===== config.mk =====
export PLATFORM = sky130hd
export DESIGN_NAME = fwd_operand_unit_flat
export DESIGN_NICKNAME = d
export VERILOG_FILES = /design/src/rtl/cpu_pkg.sv /design/src/rtl/fwd_operand_unit_if.sv /design/src/rtl/fwd_select.sv /design/src/rtl/fwd_operand_unit.sv /design/src/flat_wrapper.sv
export SDC_FILE = /design/constraint.sdc
export NUM_CORES = 1
export LEC_CHECK = 0
export CAP_MARGIN = 25
export CORE_MARGIN = 2
export CORE_UTILIZATION = 38
export CTS_CLUSTER_SIZE = 30
export DETAILED_ROUTE_END_ITERATION = 10
export PLACE_DENSITY_LB_ADDON = 0.1
export SLEW_MARGIN = 20
export SYNTH_ARGS = -nofsm -noshare
export SYNTH_HDL_FRONTEND = slang
export SYNTH_SLANG_ARGS = --single-unit
export TNS_END_PERCENT = 50

===== constraint.sdc =====
create_clock -name clock -period 2 [get_ports clock]
set_input_delay 0.4 -clock clock [delete_from_list [all_inputs] [get_ports clock]]
set_output_delay 0.4 -clock clock [all_outputs]
set_load 0.005 [all_outputs]

===== src/rtl/cpu_pkg.sv =====
// Shared pipeline constants and types for the EX-stage forwarding logic.
package cpu_pkg;

  localparam int unsigned DATA_W = 16;
  localparam int unsigned REG_AW = 4;

  // Operand source encoding. Zero selects the register file, and i+1 selects stage i.
  localparam int unsigned SEL_RF = 0;

  typedef enum logic [0:0] {
    StRun,
    StStall
  } fwd_state_e;

endpackage


===== src/rtl/fwd_operand_unit_if.sv =====
// Operand-forwarding bus. It carries the decode-side request, the downstream stage results and
// the registered operands going to the ALU.
interface fwd_operand_unit_if #(
  parameter int unsigned DATA_W = 16,
  parameter int unsigned REG_AW = 4,
  parameter int unsigned STAGES = 2
);
  localparam int unsigned SelW = $clog2(STAGES + 1);

  logic                       hold;
  logic [REG_AW-1:0]          rs_a;
  logic [REG_AW-1:0]          rs_b;
  logic [DATA_W-1:0]          rf_a;
  logic [DATA_W-1:0]          rf_b;
  logic [STAGES*REG_AW-1:0]   stg_rd;
  logic [STAGES-1:0]          stg_we;
  logic [STAGES*DATA_W-1:0]   stg_data;
  logic                       stg_load0;
  logic                       in_valid;
  logic [DATA_W-1:0]          op_a;
  logic [DATA_W-1:0]          op_b;
  logic [SelW-1:0]            sel_a;
  logic [SelW-1:0]            sel_b;
  logic                       op_valid;
  logic                       stall_out;

  modport master (
    output hold, rs_a, rs_b, rf_a, rf_b, stg_rd, stg_we, stg_data, stg_load0, in_valid,
    input  op_a, op_b, sel_a, sel_b, op_valid, stall_out
  );

  modport slave (
    input  hold, rs_a, rs_b, rf_a, rf_b, stg_rd, stg_we, stg_data, stg_load0, in_valid,
    output op_a, op_b, sel_a, sel_b, op_valid, stall_out
  );

endinterface


===== src/rtl/fwd_select.sv =====
// Per-operand forwarding select. This is a priority match of one source register against all
// downstream destinations, and the youngest stage wins.
module fwd_select #(
  parameter int unsigned DATA_W   = 16,
  parameter int unsigned REG_AW   = 4,
  parameter int unsigned STAGES   = 2,
  parameter int unsigned ZERO_REG = 1,
  localparam int unsigned SelW    = $clog2(STAGES + 1)
) (
  input  logic [REG_AW-1:0]        rs,
  input  logic [DATA_W-1:0]        rf,
  input  logic [STAGES*REG_AW-1:0] stg_rd,
  input  logic [STAGES-1:0]        stg_we,
  input  logic [STAGES*DATA_W-1:0] stg_data,
  output logic [DATA_W-1:0]        data,
  output logic [SelW-1:0]          sel
);
  import cpu_pkg::*;

  logic is_zero;

  // Scan from oldest to youngest so that a younger match overwrites an older one.
  always_comb begin
    data    = rf;
    sel     = SelW'(SEL_RF);
    is_zero = (ZERO_REG != 0) && (rs == '0);
    for (int i = STAGES - 1; i >= 0; i--) begin
      if (stg_we[i] && (stg_rd[i*REG_AW +: REG_AW] == rs)) begin
        data = stg_data[i*DATA_W +: DATA_W];
        sel  = SelW'(i + 1);
      end
    end
    // A hard-wired zero register ignores both the forwarding paths and the register-file read.
    if (is_zero) begin
      data = '0;
      sel  = SelW'(SEL_RF);
    end
  end

endmodule


===== src/rtl/fwd_operand_unit.sv =====
// EX-stage operand forwarding unit. It forwards both operands from the youngest matching stage,
// registers them for the ALU and stalls fetch/decode on load-use hazards.
module fwd_operand_unit #(
  parameter int unsigned DATA_W   = 16,
  parameter int unsigned REG_AW   = 4,
  parameter int unsigned STAGES   = 2,
  parameter int unsigned LOAD_LAT = 1,
  parameter int unsigned ZERO_REG = 1
) (
  input  logic               clock,
  input  logic               reset,
  fwd_operand_unit_if.slave  bus
);
  import cpu_pkg::*;

  localparam int unsigned SelW = $clog2(STAGES + 1);
  localparam int unsigned CntW = 3;

  logic [DATA_W-1:0] fwd_a, fwd_b;
  logic [SelW-1:0]   fsel_a, fsel_b;
  logic              hazard, stall, capture;

  fwd_state_e        state_q, state_d;
  logic [CntW-1:0]   cnt_q, cnt_d;
  logic [DATA_W-1:0] op_a_q, op_b_q;
  logic [SelW-1:0]   sel_a_q, sel_b_q;
  logic              op_valid_q;

  fwd_select #(
    .DATA_W   (DATA_W),
    .REG_AW   (REG_AW),
    .STAGES   (STAGES),
    .ZERO_REG (ZERO_REG)
  ) u_sel_a (
    .rs       (bus.rs_a),
    .rf       (bus.rf_a),
    .stg_rd   (bus.stg_rd),
    .stg_we   (bus.stg_we),
    .stg_data (bus.stg_data),
    .data     (fwd_a),
    .sel      (fsel_a)
  );

  fwd_select #(
    .DATA_W   (DATA_W),
    .REG_AW   (REG_AW),
    .STAGES   (STAGES),
    .ZERO_REG (ZERO_REG)
  ) u_sel_b (
    .rs       (bus.rs_b),
    .rf       (bus.rf_b),
    .stg_rd   (bus.stg_rd),
    .stg_we   (bus.stg_we),
    .stg_data (bus.stg_data),
    .data     (fwd_b),
    .sel      (fsel_b)
  );

  // Selecting stage 0 means stage 0 was the youngest match. If stage 0 is a load, its data is
  // not ready yet.
  always_comb begin
    hazard = bus.in_valid && bus.stg_load0 &&
             ((fsel_a == SelW'(1)) || (fsel_b == SelW'(1)));
  end

  // Stall FSM next state. The hazard cycle itself counts as the first of the LOAD_LAT stall cycles.
  always_comb begin
    state_d = state_q;
    cnt_d   = cnt_q;
    stall   = 1'b0;
    unique case (state_q)
      StRun: begin
        if (hazard) begin
          stall = 1'b1;
          if (LOAD_LAT > 1) begin
            state_d = StStall;
            cnt_d   = CntW'(LOAD_LAT - 1);
          end
        end
      end
      StStall: begin
        stall = 1'b1;
        cnt_d = cnt_q - CntW'(1);
        if (cnt_q == CntW'(1)) begin
          state_d = StRun;
        end
      end
      default: state_d = StRun;
    endcase
  end

  // The stall request and the operand capture enable.
  always_comb begin
    bus.stall_out = stall && !reset;
    capture       = bus.in_valid && !stall;
  end

  // State and operand registers. Reset takes priority over hold.
  always_ff @(posedge clock) begin
    if (reset) begin
      state_q    <= StRun;
      cnt_q      <= '0;
      op_a_q     <= '0;
      op_b_q     <= '0;
      sel_a_q    <= '0;
      sel_b_q    <= '0;
      op_valid_q <= 1'b0;
    end else if (!bus.hold) begin
      state_q    <= state_d;
      cnt_q      <= cnt_d;
      op_valid_q <= capture;
      if (capture) begin
        op_a_q  <= fwd_a;
        op_b_q  <= fwd_b;
        sel_a_q <= fsel_a;
        sel_b_q <= fsel_b;
      end
    end
  end

  // Drive the registered operands onto the bus.
  always_comb begin
    bus.op_a     = op_a_q;
    bus.op_b     = op_b_q;
    bus.sel_a    = sel_a_q;
    bus.sel_b    = sel_b_q;
    bus.op_valid = op_valid_q;
  end

endmodule


===== src/flat_wrapper.sv =====
// flat-port wrapper written by rule: the top's interface ports become plain ports
module fwd_operand_unit_flat import cpu_pkg::*;
#(
  parameter int unsigned DATA_W   = 16,
  parameter int unsigned REG_AW   = 4,
  parameter int unsigned STAGES   = 2,
  parameter int unsigned LOAD_LAT = 1,
  parameter int unsigned ZERO_REG = 1
)
  (clock, reset, bus_hold, bus_rs_a, bus_rs_b, bus_rf_a, bus_rf_b, bus_stg_rd, bus_stg_we, bus_stg_data, bus_stg_load0, bus_in_valid, bus_op_a, bus_op_b, bus_sel_a, bus_sel_b, bus_op_valid, bus_stall_out);
  fwd_operand_unit_if #(.DATA_W(DATA_W), .REG_AW(REG_AW), .STAGES(STAGES)) bus_i ();
  input  logic clock;
  input  logic reset;
  input wire logic [$bits(bus_i.hold)-1:0] bus_hold;
  input wire logic [$bits(bus_i.rs_a)-1:0] bus_rs_a;
  input wire logic [$bits(bus_i.rs_b)-1:0] bus_rs_b;
  input wire logic [$bits(bus_i.rf_a)-1:0] bus_rf_a;
  input wire logic [$bits(bus_i.rf_b)-1:0] bus_rf_b;
  input wire logic [$bits(bus_i.stg_rd)-1:0] bus_stg_rd;
  input wire logic [$bits(bus_i.stg_we)-1:0] bus_stg_we;
  input wire logic [$bits(bus_i.stg_data)-1:0] bus_stg_data;
  input wire logic [$bits(bus_i.stg_load0)-1:0] bus_stg_load0;
  input wire logic [$bits(bus_i.in_valid)-1:0] bus_in_valid;
  output wire logic [$bits(bus_i.op_a)-1:0] bus_op_a;
  output wire logic [$bits(bus_i.op_b)-1:0] bus_op_b;
  output wire logic [$bits(bus_i.sel_a)-1:0] bus_sel_a;
  output wire logic [$bits(bus_i.sel_b)-1:0] bus_sel_b;
  output wire logic [$bits(bus_i.op_valid)-1:0] bus_op_valid;
  output wire logic [$bits(bus_i.stall_out)-1:0] bus_stall_out;
  assign bus_i.hold = bus_hold;
  assign bus_i.rs_a = bus_rs_a;
  assign bus_i.rs_b = bus_rs_b;
  assign bus_i.rf_a = bus_rf_a;
  assign bus_i.rf_b = bus_rf_b;
  assign bus_i.stg_rd = bus_stg_rd;
  assign bus_i.stg_we = bus_stg_we;
  assign bus_i.stg_data = bus_stg_data;
  assign bus_i.stg_load0 = bus_stg_load0;
  assign bus_i.in_valid = bus_in_valid;
  assign bus_op_a = bus_i.op_a;
  assign bus_op_b = bus_i.op_b;
  assign bus_sel_a = bus_i.sel_a;
  assign bus_sel_b = bus_i.sel_b;
  assign bus_op_valid = bus_i.op_valid;
  assign bus_stall_out = bus_i.stall_out;
  fwd_operand_unit #(.DATA_W(DATA_W), .REG_AW(REG_AW), .STAGES(STAGES), .LOAD_LAT(LOAD_LAT), .ZERO_REG(ZERO_REG)) u_core (.clock(clock), .reset(reset), .bus(bus_i));
endmodule

* Word-level counts from Yosys, hierarchy flattened
Index checks and enable logic that the tools add are counted.
Storage, ports and cells: latch bits 0, ROM bits 0, input port bits 87, bits in writable memories 0, memories kept 0, bits in registers 41, word-level logic and storage cells 48
Cells by class: divide/modulo/power cells 0, bitwise operators 2, shift operators 0, multipliers 0, multiplexer cells 16, equal/unequal tests 7, add/subtract/negate cells 1, reduce and logical (&&, ||, !) cells 15, $lt $le $gt $ge 0
Operator list (count):
- $mux W16 | 6
- $eq A4 B4 Y1 | 4
- $mux W2 | 6
- $logic_and A1 B1 Y1 | 8
- $logic_not A4 Y1 | 2
- $eq A2 B1 Y1 const B | 2
- $reduce_and A2 Y1 | 2
- $eq A3 B1 Y1 const B | 1
- $mux W1 | 3
- $sub A3 B1 Y3 const B | 1
- $logic_not A1 Y1 | 2
- $not A1 Y1 | 2
- $pmux W1 S2 | 1
- $logic_or A1 B1 Y1 | 1

* Logic depth before layout (Yosys ltp)
Gate-level depths: netlist of run 1.
depth after elaboration 13, mapped depth 8

* By module
Synthesis of run 1 repeated with hierarchy kept, for this count alone.
Unflattened totals: cell total of the unflattened synthesis 425, area total of the unflattened synthesis 3493.4 um2
Modules (own cells, without submodules):
- fwd_operand_unit | sequential area each 820.8 um2, area each 1939.4 um2, times used 1, cells each 191
- fwd_select | sequential area each 0.0 um2, area each 777.0 um2, times used 2, cells each 117

* Worst setup path after synthesis of run 1
Ideal clock, no wire load.
path type input-to-output, start point in bus_rs_a[0], end point out bus_stall_out, buffers on the path 1, arrival 1.669 ns, path slack -0.069 ns, data required time 1.600 ns, cell stages on the path 6, path through xnor2_1 > nand3_2 > nor3_2 > buf_4 > o211ai_1 > a21oi_1
Between the ends: cells in the longest elaborated chain, start to end 11, elaborated cells on any way between the ends 14
Ends and longest elaborated chain:
- start, declared | RTL line flat_wrapper.sv:15 | input wire logic [$bits(bus_i.rs_a)-1:0] bus_rs_a;
- $eq A4 B4 Y1 | RTL line fwd_select.sv:28 | if (stg_we[i] && (stg_rd[i*REG_AW +: REG_AW] == rs)) begin
- $logic_and A1 B1 Y1 | RTL line fwd_select.sv:28
- $mux W2 (2 in a row) | RTL line fwd_select.sv:28
- $mux W2 (*) | RTL line fwd_select.sv:34 | if (is_zero) begin
- $eq A2 B1 Y1 (*) | RTL line fwd_operand_unit.sv:63 | ((fsel_a == SelW'(1)) || (fsel_b == SelW'(1)));
- $logic_or A1 B1 Y1 (*) | RTL line fwd_operand_unit.sv:63
- $logic_and A1 B1 Y1 (*) | RTL line fwd_operand_unit.sv:62 | hazard = bus.in_valid && bus.stg_load0 &&
- $mux W1 (*) | RTL line fwd_operand_unit.sv:73 | if (hazard) begin
- $pmux W1 S2 (*) | RTL line fwd_operand_unit.sv:71 | unique case (state_q)
- $logic_and A1 B1 Y1 (*) | RTL line fwd_operand_unit.sv:94 | bus.stall_out = stall && !reset;
- end, declared | RTL line flat_wrapper.sv:29 | output wire logic [$bits(bus_i.stall_out)-1:0] bus_stall_out;
Every way passes the cells marked *; elsewhere a longest branch is shown, timed or not.

* Worst setup path in the final report of run 1
start point in bus_rs_b[2], end point reg u_core.op_b_q[3] (netlist: u_core.bus.op_b[3])
Between the ends: cells in the longest elaborated chain, start to end 13, elaborated cells on any way between the ends 19
Ends and longest elaborated chain:
- start, declared | RTL line flat_wrapper.sv:16 | input wire logic [$bits(bus_i.rs_b)-1:0] bus_rs_b;
- $eq A4 B4 Y1 | RTL line fwd_select.sv:28
- $logic_and A1 B1 Y1 | RTL line fwd_select.sv:28
- $mux W2 (2 in a row) | RTL line fwd_select.sv:28
- $mux W2 | RTL line fwd_select.sv:34
- $eq A2 B1 Y1 | RTL line fwd_operand_unit.sv:63
- $logic_or A1 B1 Y1 | RTL line fwd_operand_unit.sv:63
- $logic_and A1 B1 Y1 | RTL line fwd_operand_unit.sv:62
- $mux W1 | RTL line fwd_operand_unit.sv:73
- $pmux W1 S2 | RTL line fwd_operand_unit.sv:71
- $logic_not A1 Y1 | RTL line fwd_operand_unit.sv:95 | capture = bus.in_valid && !stall;
- $logic_and A1 B1 Y1 | RTL line fwd_operand_unit.sv:95
- $reduce_and A2 Y1 (no source line)
- end signal, assigned | RTL line fwd_operand_unit.sv:114 | op_b_q <= fwd_b;
- end, declared | RTL line fwd_operand_unit.sv:25 | logic [DATA_W-1:0] op_a_q, op_b_q;
Parallel ways exist; a longest one is shown, timed or not. A chain may end at the register's enable or synchronous reset.

==> results.toml, run 1 <==
[status]
status = "finished clean"

[cts]
cts_buf_count = 5
clkSinkCount = 41
clk_pin_slew_worst_paths_ns = 0.08
clockRootBuffer = "clkbuf_8"
cts_max_level = 2
cts_tree = "yes"
hold_buf_cts = 0
clock_latency_ns = 0.29
clock_path_buffers = 2

[layout]
nFillCells = 506
utilization = 0.719
sequential_cell_area_um2 = 821
drive_above_1_share = 0.456
diodes = 0
design.final.nets = 505
multi_input_area_mm2 = 0.00206
area_delta_synth_final_pct = 81.5

[timing]
fin_worst_hold_slack_ns = 0.474
worst-slew-pin-transition_ns = 0.834
max_freq_mhz = 512
final_hold_viol_count = 0
normalized_max_slew_margin = 0.443
setup_slack_ns = 0.0474
post-route-period-util = 0.976
rsz0062_at_grt = "yes"
setup_tns_ns = 0
count_of_pins_over_their_slew_limit = 0
final_clock_skew_ns = 0.00159
report.final.setup_viol = 0
finalCriticalPeriod_ns = 1.95

[floorplanning]
design.core.area_mm2 = 0.00687
die_h_um = 88.6
design.portCount = 125
placement_rows = 30
fp.dieW_um = 88.6
effective_utilization_at_floorplan = 0.396
design.die.area_mm2 = 0.00785

[power_and_ir_drop]
total_leakage_power_nw = 1.84
vdd.ir_drop.worst_v = 0.000343
power.switching_mw = 0.667
swShare = 0.274
power.clock.fraction = 0.288
power.combinational.fraction = 0.344
power.sequential.fraction = 0.367
power.density_mw_per_mm2 = 493
p_int_mw = 1.77

[worst_setup_path]
master_of_the_slowest_instance_on_the_critical_path = "mux2_2"
critical_path.startpoint_type = "input port"
slowest_delay_ns = 0.36
cpLargestDelayFamily = "buffers and inverters"
path_buf_inv = 4
timing.setup.critical_path_class = "in2reg"
crit_top_cell = "buf_6"
critical_path_arrival_ns = 2.12
rr_startpoint = "u_core.state_q"
critical_path.endpoint_type = "register"
timing_startpoint_of_the_critical_path = "bus_rs_b[2]"
cp_max_fo = 5
worst-endpoint-required_ns = 2.17
crit_chain = "buf_6, buf_6, xor2_4, nor4_4, buf_4, clkbuf_16, mux2_2, a221oi_4, nor3_2"

[yosys]
post-synth-top-area-cell = "dfxtp_1"
ffs_latches_synth = 41
synth.cell_area_mm2 = 0.00272
synth_fp_nets = 345
syn-mean-instance-area_um2 = 10.6
netlist_instances = 256
synthDistinctLibCells = 33
yosysWarningCount = 0
seq_area_frac_synth = 0.302
yosys.area.top_type_share = 0.302
async_flop_share = 0
synthTopCellsByArea = "dfxtp_1, a221oi_2, nor3_2"
ys.flop_type = "dfxtp_1"
synth_edf_count = 0

[grt]
global_route_wire_length_before_repair_um = 13600
global_route.usage.total = 0.226
grt_overflow = 0
grt_max_degree = 42
grt_pass1_vias = 2686
grt_antenna_before_repair = 0

[routing]
route.detailed.drc = 0
dr_total_vias = 2586
finalWirelength_um = 9100
post_drt_via_cell_ratio = 5.04
detailedRoute.firstIterationViolations = 68
drtAntennaViolNets = 0
drt_first_pass_iters = 4
routedWlPerCell_um = 17.7

[worst_hold_path]
holdCritStartpoint = "u_core.bus.sel_b[1]"
holdCritPathClass = "reg2reg"

[placement]
post-place-ws_ns = -0.693
hpwl_um = 5890
buffer_ports.inserted = 124
gp_routability_congestion = 0.766

[job]
drv_cap = 0
-- metrics by stage --
| stage | instances | area (um^2) | total power, mW |
|---|---|---|---|
| global placement | 484 | 4260 | 1.61 |
| finish | 513 | 4940 | 2.44 |
| global route | 513 | 4940 | 2.53 |
| floorplan | 256 | 2770 | 1.23 |
| CTS | 508 | 4820 | 2.41 |
| detailed placement | 484 | 4270 | 1.62 |
-- Yosys cell counts (2+ instances only) --
| cell | number |
|---|---|
| xor2_1 | 7 |
| nor3_1 | 8 |
| a211oi_1 | 2 |
| nor4_4 | 3 |
| nand3_1 | 3 |
| a21oi_1 | 6 |
| inv_1 | 4 |
| buf_8 | 2 |
| xnor2_1 | 10 |
| dfxtp_1 | 41 |
| ha_1 | 2 |
| mux2_1 | 4 |
| a221oi_2 | 25 |
| a221oi_1 | 7 |
| nor3_2 | 26 |
| clkbuf_1 | 5 |
| nand2_1 | 12 |
| nor2_1 | 39 |
| nor2_2 | 2 |
| mux2_2 | 19 |
| buf_4 | 2 |
| buf_2 | 6 |
| buf_6 | 3 |
| mux2_4 | 9 |
-- layout by cell type (no fill, tap or decap), types with 3 or more instances in the layout --
| cell type | netlist | final |
|---|---|---|
| nand2_1 | 12 | 10 |
| buf_16 | 0 | 5 |
| nor2_2 | 2 | 3 |
| nor3_1 | 8 | 7 |
| buf_6 | 3 | 10 |
| dfxtp_1 | 41 | 41 |
| clkbuf_8 | 0 | 6 |
| inv_1 | 4 | 4 |
| clkdlybuf4s50_1 | 0 | 104 |
| nand3_1 | 3 | 3 |
| a221oi_2 | 25 | 26 |
| xnor2_2 | 1 | 5 |
| buf_2 | 6 | 7 |
| mux2_4 | 9 | 27 |
| nor3_2 | 26 | 26 |
| clkbuf_2 | 0 | 7 |
| xnor2_1 | 10 | 6 |
| buf_12 | 1 | 8 |
| nor4_4 | 3 | 4 |
| a221oi_4 | 0 | 6 |
| xor2_2 | 0 | 3 |
| nor2_4 | 0 | 3 |
| a21oi_1 | 6 | 6 |
| mux2_2 | 19 | 5 |
| nor2_1 | 39 | 35 |
| buf_4 | 2 | 25 |
-- per-layer routing --
layer / vias to the layer above / part of all wire / GRT usage
li1: 1272 / - / -
met1: 1228 / 0.43 / 0.283
met2: 81 / 0.51 / 0.404
met3: 5 / 0.060 / 0.0476
met4: 0 / 0.0042 / 0.0413
met5: - / 0 / 0
-- logic make-up (layout without fill, tap and decap cells) --
family,count (synthesis),after routing,share of synthesized area
AO/OA/AOI/OAI,44,44,0.199
buffers and inverters,23,184,0.0598
XOR/XNOR,18,18,0.0607
flip-flops,41,41,0.302
multiplexers,32,32,0.145
AND/OR/NAND/NOR,96,96,0.225
adder cells (fa/ha/maj),2,2,0.00919
-- final timing paths --
kind / endpoint / slack (ns) / cells past startpoint
setup / recovery: u_core.bus.op_b[3] / 0.05 / 9
setup reg to reg: u_core.bus.op_b[1] / 0.45 / 7
hold reg to reg: u_core.bus.sel_b[1] / 0.47 / 2
hold / removal: u_core.bus.sel_b[1] / 0.47 / 2
-- layout make-up --
class / instances / share of cell area
Multi-Input combinational cell: 192 / 0.418
Timing Repair Buffer: 172 / 0.365
Sequential cell: 41 / 0.166
Tap cell: 96 / 0.0243
Clock buffer: 7 / 0.0175
Clock inverter: 1 / 0.00608
Inverter: 4 / 0.00304
-- what timing repair did --
item                                    in CTS  in global routing
resized for setup                           94                 35
cloned                                       6                  1
buffers inserted                            13                  4
endpoints found under the setup margin      38                 37
pin swaps                                   46                  9
-- power by group through the flow --
stage	combinational (mW)	sequential [mW]	clock, mW
after detailed placement	0.707	0.910	0
after CTS	0.801	0.892	0.714
after global placement	0.700	0.910	0
after global routing	0.889	0.899	0.740
final	0.838	0.895	0.703
after floorplan	0.318	0.913	0
-- worst reg2reg max path, delay by kind of cell (launching register included) --
kind	cells	cell delay (ns)
buffers and inverters	2	0.32
AOI/OAI and AO/OA	3	0.56
DFF	1	0.31
and+or+nand+nor	2	0.24
-- registers in the layout, indices dropped and copies added (netlist names) --
name	flops
u_core.bus.sel_b	2
u_core.cnt_q	3
u_core.state_q	1
u_core.bus.op_a	16
u_core.bus.op_valid	1
u_core.bus.op_b	16
u_core.bus.sel_a	2
Power figures use the tool's default switching activity.
==> run 2: changes to the inputs <==
--- a/config.mk
+++ b/config.mk
@@ -8,6 +8,7 @@
 export CAP_MARGIN = 25
 export CORE_MARGIN = 2
 export CORE_UTILIZATION = 38
+export CTS_CLUSTER_DIAMETER = 100
 export CTS_CLUSTER_SIZE = 30
 export DETAILED_ROUTE_END_ITERATION = 10
 export PLACE_DENSITY_LB_ADDON = 0.1
==> results of run 2 <==
The final DEF is identical to that of run 1; final timing and power are the same.
